===== config.mk =====
export PLATFORM = sky130hd
export DESIGN_NAME = frm_cap_ctrl_flat
export DESIGN_NICKNAME = d
export VERILOG_FILES = /design/src/rtl/frm_cap_pkg.sv /design/src/rtl/frm_cap_if.sv /design/src/rtl/frm_cap_wdog.sv /design/src/rtl/frm_cap_ctrl.sv /design/src/flat_wrapper.sv
export SDC_FILE = /design/constraint.sdc
export NUM_CORES = 1
export LEC_CHECK = 0
export CAP_MARGIN = 5
export CORE_ASPECT_RATIO = 0.9
export CORE_UTILIZATION = 40
export DETAILED_ROUTE_END_ITERATION = 12
export MAX_ROUTING_LAYER = met4
export PLACE_DENSITY = 0.76
export REMOVE_ABC_BUFFERS = 1
export SLEW_MARGIN = 20
export SYNTH_ARGS = -nofsm -noshare
export SYNTH_HDL_FRONTEND = slang
export SYNTH_SLANG_ARGS = --single-unit
export TNS_END_PERCENT = 1

===== constraint.sdc =====
create_clock -name clk -period 1.9 [get_ports clk]
set_clock_uncertainty 0.2 [all_clocks]
set_input_delay 0.38 -clock clk [delete_from_list [all_inputs] [get_ports clk]]
set_output_delay 0.38 -clock clk [all_outputs]
set_load 0.02 [all_outputs]

===== src/rtl/frm_cap_pkg.sv =====
// frm_cap_pkg: shared types and constants for the frame capture controller.
// State encoding, zoom modes and frame length width.
package frm_cap_pkg;

  localparam int LEN_W = 19;

  localparam int B_IDLE = 0;
  localparam int B_WAIT = 1;
  localparam int B_CAP  = 2;
  localparam int B_DONE = 3;

  localparam logic [3:0] ST_IDLE = 4'b0001;
  localparam logic [3:0] ST_WAIT = 4'b0010;
  localparam logic [3:0] ST_CAP  = 4'b0100;
  localparam logic [3:0] ST_DONE = 4'b1000;

  localparam logic [1:0] ZOOM_2X      = 2'b00;
  localparam logic [1:0] ZOOM_4X      = 2'b01;
  localparam logic [1:0] ZOOM_8X      = 2'b10;
  localparam logic [1:0] ZOOM_INVALID = 2'b11;

  typedef struct packed {
    logic       zoom_en;
    logic       luma_cor;
    logic [1:0] zoom_mode;
  } cfg_t;

  function automatic logic mode_ok(input logic [1:0] m);
    return m != ZOOM_INVALID;
  endfunction

endpackage


===== src/rtl/frm_cap_if.sv =====
// frm_cap_if: camera beat stream in, trim stage handshake out.
// slave is the controller view, master is the camera/trim side.
interface frm_cap_if;
  import frm_cap_pkg::*;

  logic             cam_sof_i;
  logic             cam_eof_i;
  logic             cam_vld_i;
  logic             cam_rdy_o;
  logic             trim_vld_o;
  logic             trim_rdy_i;
  logic [LEN_W-1:0] trim_len_i;

  modport master (
    output cam_sof_i, cam_eof_i, cam_vld_i,
    output trim_rdy_i, trim_len_i,
    input  cam_rdy_o, trim_vld_o
  );

  modport slave (
    input  cam_sof_i, cam_eof_i, cam_vld_i,
    input  trim_rdy_i, trim_len_i,
    output cam_rdy_o, trim_vld_o
  );

endinterface


===== src/rtl/frm_cap_wdog.sv =====
// frm_cap_wdog: idle-beat watchdog for the capture state.
// expired fires on the TIMEOUT_CYCLES-th consecutive idle cycle.
module frm_cap_wdog #(
  parameter logic [23:0] TIMEOUT_CYCLES = 24'd2_000_000
) (
  input  logic clk,
  input  logic rst,
  input  logic en,
  input  logic kick,
  output logic expired
);

  logic [23:0] cnt;

  assign expired = en & ~kick &
    (cnt == TIMEOUT_CYCLES - 24'd1);

  // count idle cycles, restart on any accepted beat
  always_ff @(posedge clk) begin
    if (rst || !en || kick) cnt <= '0;
    else                    cnt <= cnt + 24'd1;
  end

endmodule


===== src/rtl/frm_cap_ctrl.sv =====
// frm_cap_ctrl: capture FSM gating camera beats into the trim stage.
// Watchdog abort is built only when FRM_CAP_TIMEOUT_EN is defined.
module frm_cap_ctrl
  import frm_cap_pkg::*;
#(
  parameter logic [23:0] TIMEOUT_CYCLES = 24'd2_000_000
) (
  input  logic             clk,
  input  logic             rst,
  input  logic             cmd_start_i,
  input  logic             cmd_stop_i,
  input  logic             cmd_cont_i,
  input  logic             cfg_zoom_en_i,
  input  logic             cfg_luma_cor_i,
  input  logic [1:0]       cfg_zoom_mode_i,
  frm_cap_if.slave         cam,
  output logic             en_zoom_o,
  output logic             en_luma_cor_o,
  output logic [1:0]       sel_zoom_mode_o,
  output logic             busy_o,
  output logic             done_o,
  output logic             err_o,
  output logic             timeout_o,
  output logic [15:0]      frm_cnt_o,
  output logic [LEN_W-1:0] last_len_o
);

  logic [3:0]       state;
  cfg_t             cfg_q;
  cfg_t             cfg_in;
  logic             cont_q;
  logic             stop_pend;
  logic             err_q;
  logic [15:0]      cnt_q;
  logic [LEN_W-1:0] len_q;
  logic             sof_hit;
  logic             fwd;
  logic             acc;
  logic             eof_acc;
  logic             req;
  logic             start_ok;
  logic             start_bad;
  logic             wd_exp;

  assign cfg_in = {cfg_zoom_en_i, cfg_luma_cor_i,
                   cfg_zoom_mode_i};

  assign sof_hit = state[B_WAIT] & cam.cam_vld_i &
                   cam.cam_sof_i & ~cmd_stop_i;
  assign fwd = ~rst & (state[B_CAP] | sof_hit);

  assign cam.trim_vld_o = fwd & cam.cam_vld_i;
  assign cam.cam_rdy_o  = fwd ? cam.trim_rdy_i : 1'b1;

  assign acc     = cam.cam_vld_i & cam.cam_rdy_o;
  assign eof_acc = state[B_CAP] & acc & cam.cam_eof_i;

  assign req       = state[B_IDLE] & cmd_start_i &
                     ~cmd_stop_i;
  assign start_ok  = req & mode_ok(cfg_zoom_mode_i);
  assign start_bad = req & ~mode_ok(cfg_zoom_mode_i);

  assign busy_o          = ~rst & ~state[B_IDLE];
  assign done_o          = ~rst & state[B_DONE];
  assign err_o           = err_q;
  assign frm_cnt_o       = cnt_q;
  assign last_len_o      = len_q;
  assign en_zoom_o       = cfg_q.zoom_en;
  assign en_luma_cor_o   = cfg_q.luma_cor;
  assign sel_zoom_mode_o = cfg_q.zoom_mode;

`ifdef FRM_CAP_TIMEOUT_EN
  logic to_q;

  frm_cap_wdog #(
    .TIMEOUT_CYCLES(TIMEOUT_CYCLES)
  ) u_wdog (
    .clk     (clk),
    .rst     (rst),
    .en      (state[B_CAP]),
    .kick    (acc),
    .expired (wd_exp)
  );

  // sticky abort flag, cleared by the next accepted start
  always_ff @(posedge clk) begin
    if (rst)           to_q <= 1'b0;
    else if (start_ok) to_q <= 1'b0;
    else if (wd_exp)   to_q <= 1'b1;
  end

  assign timeout_o = to_q;
`else
  assign wd_exp    = 1'b0;
  assign timeout_o = 1'b0;
`endif

  // capture FSM with status and config registers
  always_ff @(posedge clk) begin
    if (rst) begin
      state     <= ST_IDLE;
      cfg_q     <= '0;
      cont_q    <= 1'b0;
      stop_pend <= 1'b0;
      err_q     <= 1'b0;
      cnt_q     <= '0;
      len_q     <= '0;
    end else begin
      err_q <= 1'b0;
      unique case (1'b1)
        state[B_IDLE]: begin
          if (start_ok) begin
            state  <= ST_WAIT;
            cfg_q  <= cfg_in;
            cont_q <= cmd_cont_i;
            cnt_q  <= '0;
            len_q  <= '0;
          end else if (start_bad) begin
            err_q <= 1'b1;
          end
        end
        state[B_WAIT]: begin
          if (cmd_stop_i)   state <= ST_IDLE;
          else if (sof_hit) state <= ST_CAP;
        end
        state[B_CAP]: begin
          if (wd_exp) begin
            state     <= ST_IDLE;
            err_q     <= 1'b1;
            stop_pend <= 1'b0;
          end else begin
            if (cmd_stop_i) stop_pend <= 1'b1;
            if (eof_acc) begin
              if (cnt_q != 16'hFFFF)
                cnt_q <= cnt_q + 16'd1;
              len_q <= cam.trim_len_i;
              if (!cont_q || stop_pend || cmd_stop_i)
                state <= ST_DONE;
              else if (mode_ok(cfg_zoom_mode_i))
                cfg_q <= cfg_in;
              else
                err_q <= 1'b1;
            end
          end
        end
        state[B_DONE]: begin
          state     <= ST_IDLE;
          stop_pend <= 1'b0;
        end
        default: state <= ST_IDLE;
      endcase
    end
  end

endmodule


===== src/flat_wrapper.sv =====
// flat-port wrapper written by rule: the top's interface ports become plain ports
module frm_cap_ctrl_flat import frm_cap_pkg::*;
#(
  parameter logic [23:0] TIMEOUT_CYCLES = 24'd2_000_000
)
  (clk, rst, cmd_start_i, cmd_stop_i, cmd_cont_i, cfg_zoom_en_i, cfg_luma_cor_i, cfg_zoom_mode_i, en_zoom_o, en_luma_cor_o, sel_zoom_mode_o, busy_o, done_o, err_o, timeout_o, frm_cnt_o, last_len_o, cam_cam_sof_i, cam_cam_eof_i, cam_cam_vld_i, cam_trim_rdy_i, cam_trim_len_i, cam_cam_rdy_o, cam_trim_vld_o);
  frm_cap_if cam_i ();
  input  logic clk;
  input  logic rst;
  input  logic cmd_start_i;
  input  logic cmd_stop_i;
  input  logic cmd_cont_i;
  input  logic cfg_zoom_en_i;
  input  logic cfg_luma_cor_i;
  input  logic [1:0] cfg_zoom_mode_i;
  output logic en_zoom_o;
  output logic en_luma_cor_o;
  output logic [1:0] sel_zoom_mode_o;
  output logic busy_o;
  output logic done_o;
  output logic err_o;
  output logic timeout_o;
  output logic [15:0] frm_cnt_o;
  output logic [LEN_W-1:0] last_len_o;
  input wire logic [$bits(cam_i.cam_sof_i)-1:0] cam_cam_sof_i;
  input wire logic [$bits(cam_i.cam_eof_i)-1:0] cam_cam_eof_i;
  input wire logic [$bits(cam_i.cam_vld_i)-1:0] cam_cam_vld_i;
  input wire logic [$bits(cam_i.trim_rdy_i)-1:0] cam_trim_rdy_i;
  input wire logic [$bits(cam_i.trim_len_i)-1:0] cam_trim_len_i;
  output wire logic [$bits(cam_i.cam_rdy_o)-1:0] cam_cam_rdy_o;
  output wire logic [$bits(cam_i.trim_vld_o)-1:0] cam_trim_vld_o;
  assign cam_i.cam_sof_i = cam_cam_sof_i;
  assign cam_i.cam_eof_i = cam_cam_eof_i;
  assign cam_i.cam_vld_i = cam_cam_vld_i;
  assign cam_i.trim_rdy_i = cam_trim_rdy_i;
  assign cam_i.trim_len_i = cam_trim_len_i;
  assign cam_cam_rdy_o = cam_i.cam_rdy_o;
  assign cam_trim_vld_o = cam_i.trim_vld_o;
  frm_cap_ctrl #(.TIMEOUT_CYCLES(TIMEOUT_CYCLES)) u_core (.clk(clk), .rst(rst), .cmd_start_i(cmd_start_i), .cmd_stop_i(cmd_stop_i), .cmd_cont_i(cmd_cont_i), .cfg_zoom_en_i(cfg_zoom_en_i), .cfg_luma_cor_i(cfg_luma_cor_i), .cfg_zoom_mode_i(cfg_zoom_mode_i), .cam(cam_i), .en_zoom_o(en_zoom_o), .en_luma_cor_o(en_luma_cor_o), .sel_zoom_mode_o(sel_zoom_mode_o), .busy_o(busy_o), .done_o(done_o), .err_o(err_o), .timeout_o(timeout_o), .frm_cnt_o(frm_cnt_o), .last_len_o(last_len_o));
endmodule

==> results.json, run 1 <==
{
  "critPathBufInv": 0,
  "grt_max_degree": 29,
  "antenna_violations_before_repair": 0,
  "detailroute.wirelength.met3_um": 309,
  "ir_drop_uv": 313,
  "fillers": 425,
  "detailedRoute.firstPassIterationCount": 4,
  "tritoncts": "yes",
  "synth_ff_type": "sky130_fd_sc_hd__dfxtp_1",
  "synthToLayoutAreaGrowth_pct": 63.5,
  "gr-total-overflow": 0,
  "finalSetupViolations": 7,
  "initial_util": 0.424,
  "worst_r2r_path_depth": 6,
  "crit_end": "u_core.frm_cnt_o[5]",
  "synth-edff-count": 0,
  "cp_cell_sequence": "ha_4 > nand3_2 > nand4b_4 > or3_4 > a311o_1 > o41ai_1",
  "crit_cells": 6,
  "failed_checks": "setup timing",
  "synthesis.instances": 245,
  "cts_sinks": 46,
  "die_y_um": 70.5,
  "critical_path_peak_fanout": 6,
  "dpl_cell_area_mm2": 0.00325,
  "worstSkewPairLatency_ps": 300,
  "worstSetupEndpointType": "flop",
  "final_hold_violation_count": 0,
  "via_count_of_the_first_global_routing_pass": 2239,
  "cts_made_buffers": 5,
  "wl_met1_mm": 2.70,
  "gp_congestion": 0.883,
  "synthesis.area_mm2": 0.00209,
  "wl_mm": 6.11,
  "place.detailed.hpwl_mm": 4.40,
  "unrepaired_setup_endpoints_after_global_routing": "true",
  "detail_route.drc_violations": 0,
  "cts_max_level": 2,
  "outcome": "complete, but fails checks",
  "asyncSetResetFlopFracSynth": 0,
  "die_width_um": 78.1,
  "topRoutingLayerUsed": "met4",
  "timing.critical_path.required_ps": 1900,
  "timing.final.ws_setup_ps": -51.2,
  "groute.usage.overall": 0.236,
  "vias": 2322,
  "worst_setup_hold_path_clk_slew_ps": 90,
  "delay_of_the_slowest_cell_on_the_worst_path_ps": 440,
  "seqCellArea_um2": 925,
  "ant_nets": 0,
  "post_syn_area_per_cell_um2": 8.51,
  "final_total_pwr_uw": 1860,
  "timing.fmax_ghz": 0.512,
  "timing.critical_path.slowest_stage_cell": "sky130_fd_sc_hd__or3_4",
  "layout-drive-gt1-share": 0.238,
  "power_density_mw_per_mm2": 547,
  "max_slew_vio_count": 0,
  "reg2reg_to": "u_core.frm_cnt_o[5]",
  "clockRootBuffer": "sky130_fd_sc_hd__clkbuf_8",
  "yosys_warnings": 0,
  "min_path_type": "flop to flop",
  "dieArea_mm2": 0.00551,
  "coreArea_mm2": 0.00492,
  "power.static_leakage_uw": 0.00147,
  "postSynthRegisterBits": 46,
  "arrival_ps": 1950,
  "fin_hold_ws_ps": 260,
  "via_per_inst": 5.40,
  "route.met2.wl_mm": 3.00,
  "synth_seq_area_share": 0.442,
  "post_drt_wl_per_cell_um": 14.2,
  "timing.rr.start": "u_core.frm_cnt_o[0]",
  "grt_pass1_wl_mm": 10.0,
  "boundaryPins": 77,
  "finalWorstPathRequiredPeriod_ps": 1950,
  "crit_start": "u_core.frm_cnt_o[0]",
  "ctsLongestPathBuffers": 2,
  "finalNetCount": 397,
  "cap_viol_max_count": 0,
  "dpl_worst_slack_ps": -598,
  "r2r_setup_slack_ps": -50,
  "postLayoutCellArea_mm2": 0.00341,
  "path_class": "flop to flop",
  "layout.core_utilization": 0.692,
  "placement.io_buffers": 75,
  "multi_input_area_mm2": 0.00112,
  "cts_hold_buf": 0,
  "critical_path.top_delay_family": "simple AND/OR/NAND/NOR gates",
  "detail_route.iter0.violations": 123,
  "synth_cell_type_count": 47,
  "insertedDiodeCount": 0,
  "critical_path.startpoint_type": "flop",
  "placementRows": 24,
  "final_min_period_over_clock_period": 1.03
}
sequential cells by signal, summed over array words and instances, names as in the netlist:
register / cells
u_core.en_luma_cor_o: 1
u_core.last_len_o: 19
u_core.stop_pend: 1
u_core.cont_q: 1
u_core.err_o: 1
u_core.en_zoom_o: 1
u_core.state: 4
u_core.sel_zoom_mode_o: 2
u_core.frm_cnt_o: 16
logic make-up after synthesis:
logic type                 count (synthesis)  share of synthesized area
and+or+nand+nor                           97                      0.239
AOI/OAI and AO/OA                         69                      0.230
DFF                                       46                      0.442
buffers and inverters                     26                     0.0570
muxes                                      5                     0.0240
adders and majority gates                  1                    0.00600
other                                      1                    0.00180
worst min-delay path by stage:
stage             startpoint  depth (start not counted)             to  slack [ps]
2_1_floorplan  u_core.cont_q                          2  u_core.cont_q         230
3_3_place_gp   u_core.cont_q                          2  u_core.cont_q         240
3_5_place_dp   u_core.cont_q                          2  u_core.cont_q         250
4_1_cts        u_core.cont_q                          2  u_core.cont_q         260
5_1_grt        u_core.cont_q                          2  u_core.cont_q         280
6_report       u_core.cont_q                          2  u_core.cont_q         260
area by class of cell:
type	instances	area share
Timing Repair Buffer	131	0.342
Multi-Input combinational cell	173	0.328
Sequential cell	46	0.271
Clock buffer	6	0.0242
Tap cell	65	0.0239
Inverter	7	0.00771
Clock inverter	2	0.00367
tightest hold or removal path: stages, from the launching register on:
cell and delay (ps):
sky130_fd_sc_hd__dfxtp_1 320, sky130_fd_sc_hd__nand2_1 50, sky130_fd_sc_hd__a21oi_1 50
timing repair:
item	in CTS	in global routing
gates resized for setup	37	14
pin swaps	3	2
setup endpoints to repair	49	42
setup buffers	0	1
cell usage in the layout, fill, tap and decap left out, drive strengths merged, types with 7 or more instances in the layout:
master         netlist  routed
dlygate4sd2          0      17
nor2                31      31
inv                  7       7
dfxtp               46      46
buf                  5      59
nor3                 7       7
a21oi               14      14
clkdlybuf4s50        0      52
a31oi                7       7
nand2               18      18
a22oi               19      19
nand3               10      10
metal layers:
layer | vias to the layer above | global-route usage
li1 | 1136 | -
met1 | 1085 | 0.275
met2 | 87 | 0.392
met3 | 14 | 0.0667
met4 | 0 | 0.0761
met5 | - | -
report_power, final:
part / switching (uW) / leakage, uW / internal [uW]
logic: 124 / 0.00105 / 134
clock network: 333 / 0.0000472 / 293
registers: 7.20 / 0.000373 / 974
total: 464 / 0.00147 / 1400
per-stage QoR:
stage / TNS (ps) / cells
after floorplan: -4220 / 226
after global placement: -15590 / 421
after detailed placement: -15910 / 421
after CTS: -149 / 429
after global routing: -956 / 430
final: -179 / 430
cells in the mapped netlist, types with 2 or more instances:
cell                       count  area (um^2)
sky130_fd_sc_hd__nand4_1       2         12.5
sky130_fd_sc_hd__nor3_1        7         35.0
sky130_fd_sc_hd__a31o_2        2         17.5
sky130_fd_sc_hd__a211oi_1      4         30.0
sky130_fd_sc_hd__nor3b_1       2         15.0
sky130_fd_sc_hd__and3_1        4         25.0
sky130_fd_sc_hd__mux2i_1       5         50.1
sky130_fd_sc_hd__clkbuf_1     14         52.6
sky130_fd_sc_hd__a31oi_1       7         43.8
sky130_fd_sc_hd__o21ai_0       6         30.0
sky130_fd_sc_hd__buf_6         2         22.5
sky130_fd_sc_hd__dfxtp_1      46          921
sky130_fd_sc_hd__o32ai_1       3         26.3
sky130_fd_sc_hd__and4_1        2         17.5
sky130_fd_sc_hd__and4_2        2         20.0
sky130_fd_sc_hd__nor2_1       31          116
sky130_fd_sc_hd__nand2_1      18         67.6
sky130_fd_sc_hd__nor2b_1       2         12.5
sky130_fd_sc_hd__a22oi_1      19          143
sky130_fd_sc_hd__and2_1        2         12.5
sky130_fd_sc_hd__nand2b_1      2         12.5
sky130_fd_sc_hd__buf_2         2         10.0
sky130_fd_sc_hd__inv_1         7         26.3
sky130_fd_sc_hd__a21oi_1      14         70.1
sky130_fd_sc_hd__or3_1         6         37.5
sky130_fd_sc_hd__o31ai_1       3         22.5
sky130_fd_sc_hd__nand3_1      10         50.1
sky130_fd_sc_hd__a221oi_1      2         17.5
(Power assumes the default switching activity.)
==> run 2, diff against run 1 <==
CORE_UTILIZATION = 41   (was 40)
MAX_ROUTING_LAYER = unset   (was met4)
SYNTH_HIERARCHICAL = 1   (was unset)
==> run 2 against run 1 <==
  * The run still ends with setup timing left
  * Sequential share of layout area fell by 1.4 points
  * Critical path type is now flop to primary output
  * Synthesized cell count rose by 14%
  * Cell count rose by 7.2%
==> results.json, run 2 <==
{
  "finalSetupViolations": 1,
  "coreArea_mm2": 0.00529,
  "final_hold_violation_count": 0,
  "post_drt_wl_per_cell_um": 14.1,
  "clockRootBuffer": "sky130_fd_sc_hd__clkbuf_8",
  "delay_of_the_slowest_cell_on_the_worst_path_ps": 340,
  "ir_drop_uv": 345,
  "insertedDiodeCount": 0,
  "via_count_of_the_first_global_routing_pass": 2244,
  "cell_taking_the_most_area_after_synthesis": "sky130_fd_sc_hd__dfxtp_1",
  "final_min_period_over_clock_period": 1.02,
  "postLayoutCellArea_mm2": 0.00359,
  "ant_nets": 0,
  "dpl_worst_slack_ps": -707,
  "netSwitchingFraction": 0.242,
  "cap_viol_max_count": 0,
  "failed_checks": "setup timing",
  "cts_made_buffers": 5,
  "synth_top_cell_area_share": 0.406,
  "layout-drive-gt1-share": 0.244,
  "postSynthRegisterBits": 46,
  "die_y_um": 72.6,
  "fillers": 450,
  "worstSkewPairLatency_ps": 300,
  "unrepaired_setup_endpoints_after_global_routing": "true",
  "synthToLayoutAreaGrowth_pct": 58.3,
  "most-common-layout-cells": "sky130_fd_sc_hd__buf_4 (49), sky130_fd_sc_hd__clkdlybuf4s50_1 (46), sky130_fd_sc_hd__dfxtp_1 (42)",
  "detailedRoute.firstPassIterationCount": 4,
  "gr-total-overflow": 0,
  "boundaryPins": 77,
  "wl_mm": 6.50,
  "ys_top_cells_by_area": "sky130_fd_sc_hd__dfxtp_1 (41%), sky130_fd_sc_hd__a21oi_1 (6.8%), sky130_fd_sc_hd__nor2_1 (6.1%), sky130_fd_sc_hd__nand2_1 (5.5%), sky130_fd_sc_hd__nor3_1 (4.6%)",
  "timing.final.ws_setup_ps": -43.5,
  "die_width_um": 80.4,
  "yosysMostFrequentCell": "sky130_fd_sc_hd__dfxtp_1",
  "max_slew_vio_count": 0,
  "power.internal_uw": 1520,
  "synth_cell_type_count": 47,
  "route.met2.wl_mm": 3.16,
  "path_class": "flop to primary output",
  "finalNetCount": 426,
  "cts_sinks": 46,
  "largest_reg_flops": 19,
  "synth_commonest_cells": "sky130_fd_sc_hd__dfxtp_1 (46), sky130_fd_sc_hd__nor2_1 (37), sky130_fd_sc_hd__nand2_1 (33)",
  "synth-edff-count": 0,
  "power_density_mw_per_mm2": 560,
  "yosys_warnings": 6,
  "timing.critical_path.slowest_stage_cell": "sky130_fd_sc_hd__or3_4",
  "grt_pass1_wl_mm": 10.4,
  "place.detailed.hpwl_mm": 4.59,
  "initial_util": 0.429,
  "power.static_leakage_uw": 0.00147,
  "timing.fmax_ghz": 0.515,
  "sequential_share_of_power": 0.488,
  "finalWorstPathRequiredPeriod_ps": 1940,
  "post_syn_area_per_cell_um2": 8.14,
  "topRoutingLayerUsed": "met4",
  "synthesis.instances": 279,
  "gp_congestion": 0.803,
  "synthesis.area_mm2": 0.00227,
  "grt_max_degree": 24,
  "min_path_type": "input pin to flop",
  "tritoncts": "yes",
  "critical_path.startpoint_type": "flop",
  "worstSetupEndpointType": "primary output",
  "p_switching_uw": 487,
  "critical_path_peak_fanout": 2,
  "detailroute.wirelength.met3_um": 381,
  "relative_contribution_of_the_clock_network_to_total_power": 0.359,
  "placement.io_buffers": 75,
  "timing.critical_path.required_ps": 1320,
  "detail_route.drc_violations": 0,
  "combinationalPowerShare": 0.153,
  "vias": 2459,
  "ctsLongestPathBuffers": 2,
  "cts_max_level": 2,
  "synth_ff_type": "sky130_fd_sc_hd__dfxtp_1",
  "final_total_pwr_uw": 2010,
  "outcome": "complete, but fails checks",
  "wl_met1_mm": 2.89,
  "placementRows": 25,
  "synth_seq_area_share": 0.406,
  "via_per_inst": 5.33,
  "cts_hold_buf": 0,
  "layout_commonest_cell": "sky130_fd_sc_hd__buf_4",
  "detail_route.iter0.violations": 158,
  "dpl_cell_area_mm2": 0.00336,
  "r2r_setup_slack_ps": 30,
  "dieArea_mm2": 0.00584,
  "cp_cell_sequence": "nor2b_4 > a31oi_2 > or3_4 > buf_6",
  "asyncSetResetFlopFracSynth": 0,
  "arrival_ps": 1360,
  "groute.usage.overall": 0.224,
  "worst_setup_hold_path_clk_slew_ps": 90,
  "antenna_violations_before_repair": 0
}
-- run 2: metal layers --
layer	up-vias	GRT usage
met5	-	0
met4	0	0.0714
met3	7	0.0363
met2	82	0.364
met1	1142	0.304
li1	1228	-
-- run 2: cells by family (layout without fill, tap and decap cells) --
kind of cell               count (synthesis)  count (layout)  share of synthesized area
DFF                                       46              46                      0.406
adders and majority gates                  1               1                    0.00551
AOI/OAI and AO/OA                         70              70                      0.221
muxes                                      6               6                     0.0265
buffers and inverters                     27             142                     0.0639
and+or+nand+nor                          128             128                      0.276
other                                      1               1                    0.00165
-- run 2: path summary, 6_finish.rpt --
path,cells past startpoint,endpoint,start
worst min-delay path,2,u_core/cont_q,rst
worst max register to register,8,u_core/frm_cnt_o[12],u_core/frm_cnt_o[0]
worst max-delay path,4,cam_cam_rdy_o,u_core/state[1]
worst min register to register,2,u_core/last_len_o[7],u_core/last_len_o[7]
-- run 2: through the flow --
stage	util	hold WS [ps]	std cells	setup TNS, ps
global route	0.680	149	461	-501
finish	0.680	135	461	-43.5
detailed placement	0.636	278	449	-19130
CTS	0.659	122	458	-215
global placement	0.636	268	449	-17920
floorplan	-	245	257	-24060
-- run 2: worst max-delay path, delay by kind of cell, from the launching register on --
family,cells,cell delay [ps]
AND/OR/NAND/NOR,2,490
buffers and inverters,1,140
AO/OA/AOI/OAI,1,100
flip-flops,1,330
-- run 2: power groups by stage --
| stage | registers [uW] | logic, uW | clock network, uW |
|---|---|---|---|
| after detailed placement | 1000 | 291 | 0 |
| after global routing | 983 | 330 | 768 |
| after global placement | 1000 | 288 | 0 |
| final | 981 | 308 | 722 |
| after floorplan | 1010 | 90.9 | 0 |
| after CTS | 981 | 297 | 728 |
-- run 2: layout make-up --
type / count / area [um^2] / area share
clock buffer: 7 / 76.3 / 0.0212
clock inverter: 1 / 30.0 / 0.00836
inverter: 5 / 18.8 / 0.00522
multi-input combinational: 206 / 1310 / 0.364
sequential: 46 / 926 / 0.258
tap: 67 / 83.8 / 0.0233
timing repair buffer: 129 / 1150 / 0.320
-- run 2: repair_timing --
| action | in CTS | in global routing |
|---|---|---|
| gates cloned | 0 | 0 |
| setup buffers | 1 | 4 |
| gates resized for setup | 45 | 19 |
| setup endpoints to repair | 61 | 25 |
| pin swaps | 9 | 13 |
==> edit (config.mk and constraints of run 1) <==
Add an input register stage for `cfg_zoom_en_i`, `cfg_luma_cor_i` and `cfg_zoom_mode_i`, cleared by the reset; this delays them by one clock. The other inputs are not delayed to match.
--- a/src/rtl/frm_cap_ctrl.sv
+++ b/src/rtl/frm_cap_ctrl.sv
@@ -26,4 +26,20 @@
 );
 
+  logic cfg_zoom_en_q;
+  logic cfg_luma_cor_q;
+  logic [1:0] cfg_zoom_mode_q;
+
+  always_ff @(posedge clk) begin
+    if (rst) begin
+      cfg_zoom_en_q   <= '0;
+      cfg_luma_cor_q  <= '0;
+      cfg_zoom_mode_q <= '0;
+    end else begin
+      cfg_zoom_en_q   <= cfg_zoom_en_i;
+      cfg_luma_cor_q  <= cfg_luma_cor_i;
+      cfg_zoom_mode_q <= cfg_zoom_mode_i;
+    end
+  end
+
   logic [3:0]       state;
   cfg_t             cfg_q;
@@ -43,6 +59,6 @@
   logic             wd_exp;
 
-  assign cfg_in = {cfg_zoom_en_i, cfg_luma_cor_i,
-                   cfg_zoom_mode_i};
+  assign cfg_in = {cfg_zoom_en_q, cfg_luma_cor_q,
+                   cfg_zoom_mode_q};
 
   assign sof_hit = state[B_WAIT] & cam.cam_vld_i &
@@ -58,6 +74,6 @@
   assign req       = state[B_IDLE] & cmd_start_i &
                      ~cmd_stop_i;
-  assign start_ok  = req & mode_ok(cfg_zoom_mode_i);
-  assign start_bad = req & ~mode_ok(cfg_zoom_mode_i);
+  assign start_ok  = req & mode_ok(cfg_zoom_mode_q);
+  assign start_bad = req & ~mode_ok(cfg_zoom_mode_q);
 
   assign busy_o          = ~rst & ~state[B_IDLE];
@@ -137,5 +153,5 @@
               if (!cont_q || stop_pend || cmd_stop_i)
                 state <= ST_DONE;
-              else if (mode_ok(cfg_zoom_mode_i))
+              else if (mode_ok(cfg_zoom_mode_q))
                 cfg_q <= cfg_in;
               else
Behaviour: not the same (a bounded check fails within 4 cycles, from zero or initial values and one cycle with rst high).
==> edit against run 1 <==
The run still ends with setup timing left. Routed wire length rose by 5.7%. Utilization down 4.8 points. Design area up 7.6%. Count of clock-buffer cells in the layout down 1. Sequential share of layout area is 0.36 points higher. Largest cell class is now multi-input gates. Worst setup slack got worse by 0.0018 ns. Synthesized area rose by 13%. Sequential cell count increased by 4. Synthesized cell count increased by 9.8%. Power up 13%. Hold slack worse by 0.0055 ns.
==> edit: results (changes against run 1) <==
For the total setup violations reported at the end of the flow, the log shows 1 (-6). The tools report the final net count as 413 (+4.0%). The most critical setup path has its startpoint at u_core.state[1].

The first-pass GRT wire length is 10.4 mm (+3.5%), and the mean cell area of the mapped netlist is 8.78 sq um (+3.1%). The delay contributed by the slowest stage of the critical path came out at 0.34 ns (-0.10 ns). The per-cell via count in the routed design was 5.30 (-1.8%). The total of cells resized after clock tree synthesis was 39 (+5.4%); the met2 routed wirelength was 3.11 mm (+3.9%).

The final reports fail on setup timing. Largest fanout of any net on the critical path: 2 (-4). The tools report the startpoint of the worst register-to-register path as u_core.state[2].

The met1 layer wirelength in the final routing was 2.93 mm (+8.5%). The count of distinct cell types in the synthesized netlist was 54 (+15%). The worst setup slack after placement came out at -0.618 ns (-0.0201 ns).

The tools report the startpoint of the most critical hold path as u_core.last_len_o[5]. Ranked by instance count, the synthesized netlist is headed by sky130_fd_sc_hd__dfxtp_1 (50), sky130_fd_sc_hd__nand2_1 (39), sky130_fd_sc_hd__a21oi_1 (28). The number of filler instances in the final layout came out at 491 (+16%).

The logs give -0.0531 ns (+0.126 ns) for the aggregate negative setup slack and 0.424 (-0.0176) for the sequential area share after synthesis. The slowest stage of the critical path belongs to the cell sky130_fd_sc_hd__dfxtp_2. Post-place instance area: 0.00346 sq mm (+6.6%). The logs give -0.0531 ns (-0.00182 ns) for the worst-case setup margin in the final layout and 348 um (+13%) for the detailed route wirelength on metal3. The number of standard cells in the final layout excluding fillers was 451 (+4.9%). The run finished, with violations left.

The run gives 442 (+5.0%) as the cell count after placement.
==> edit: cell count changes in the layout (fill, tap and decap cells not counted), moves of 4 or more <==
cell                              delta
sky130_fd_sc_hd__a311oi_1            +6
sky130_fd_sc_hd__nor2_1             -17
sky130_fd_sc_hd__nor2b_1             +4
sky130_fd_sc_hd__dlymetal6s2s_1      +8
sky130_fd_sc_hd__a21oi_1            +14
sky130_fd_sc_hd__nand2b_1            +5
sky130_fd_sc_hd__buf_4              -12
sky130_fd_sc_hd__clkdlybuf4s50_1    -10
sky130_fd_sc_hd__nand2_1            +21
sky130_fd_sc_hd__nand3_1            +16
sky130_fd_sc_hd__a22oi_1            -18
==> edit: worst paths after layout <==
kind	to	slack [ns]	cells after the start
min	u_core.last_len_o[5]	0.25	2
max reg2reg	u_core.err_o	0.05	5
max	cam_cam_rdy_o	-0.05	4
min reg2reg	u_core.last_len_o[5]	0.25	2
==> edit: cell type report <==
| cell class | count | area (sq um) | area share |
|---|---|---|---|
| Clock buffer | 5 | 68.8 | 0.0188 |
| Timing Repair Buffer | 122 | 1150 | 0.314 |
| Multi-Input combinational cell | 196 | 1290 | 0.350 |
| Clock inverter | 3 | 47.5 | 0.0130 |
| Tap cell | 70 | 87.6 | 0.0239 |
| Sequential cell | 50 | 1010 | 0.275 |
| Inverter | 5 | 18.8 | 0.00511 |
==> edit: layer usage <==
layer	vias up	track usage
met2	72	0.351
met1	1116	0.260
li1	1196	-
met5	-	-
met4	0	0.0824
met3	8	0.0450
==> edit: cells by family after synthesis <==
logic type / count (synthesis) / synth area share
other: 1 / 0.00159
flip-flops: 50 / 0.424
AO/OA/AOI/OAI: 67 / 0.212
buffers and inverters: 23 / 0.0572
AND/OR/NAND/NOR: 122 / 0.279
adder cells (fa/ha/maj): 1 / 0.00530
multiplexers: 5 / 0.0212
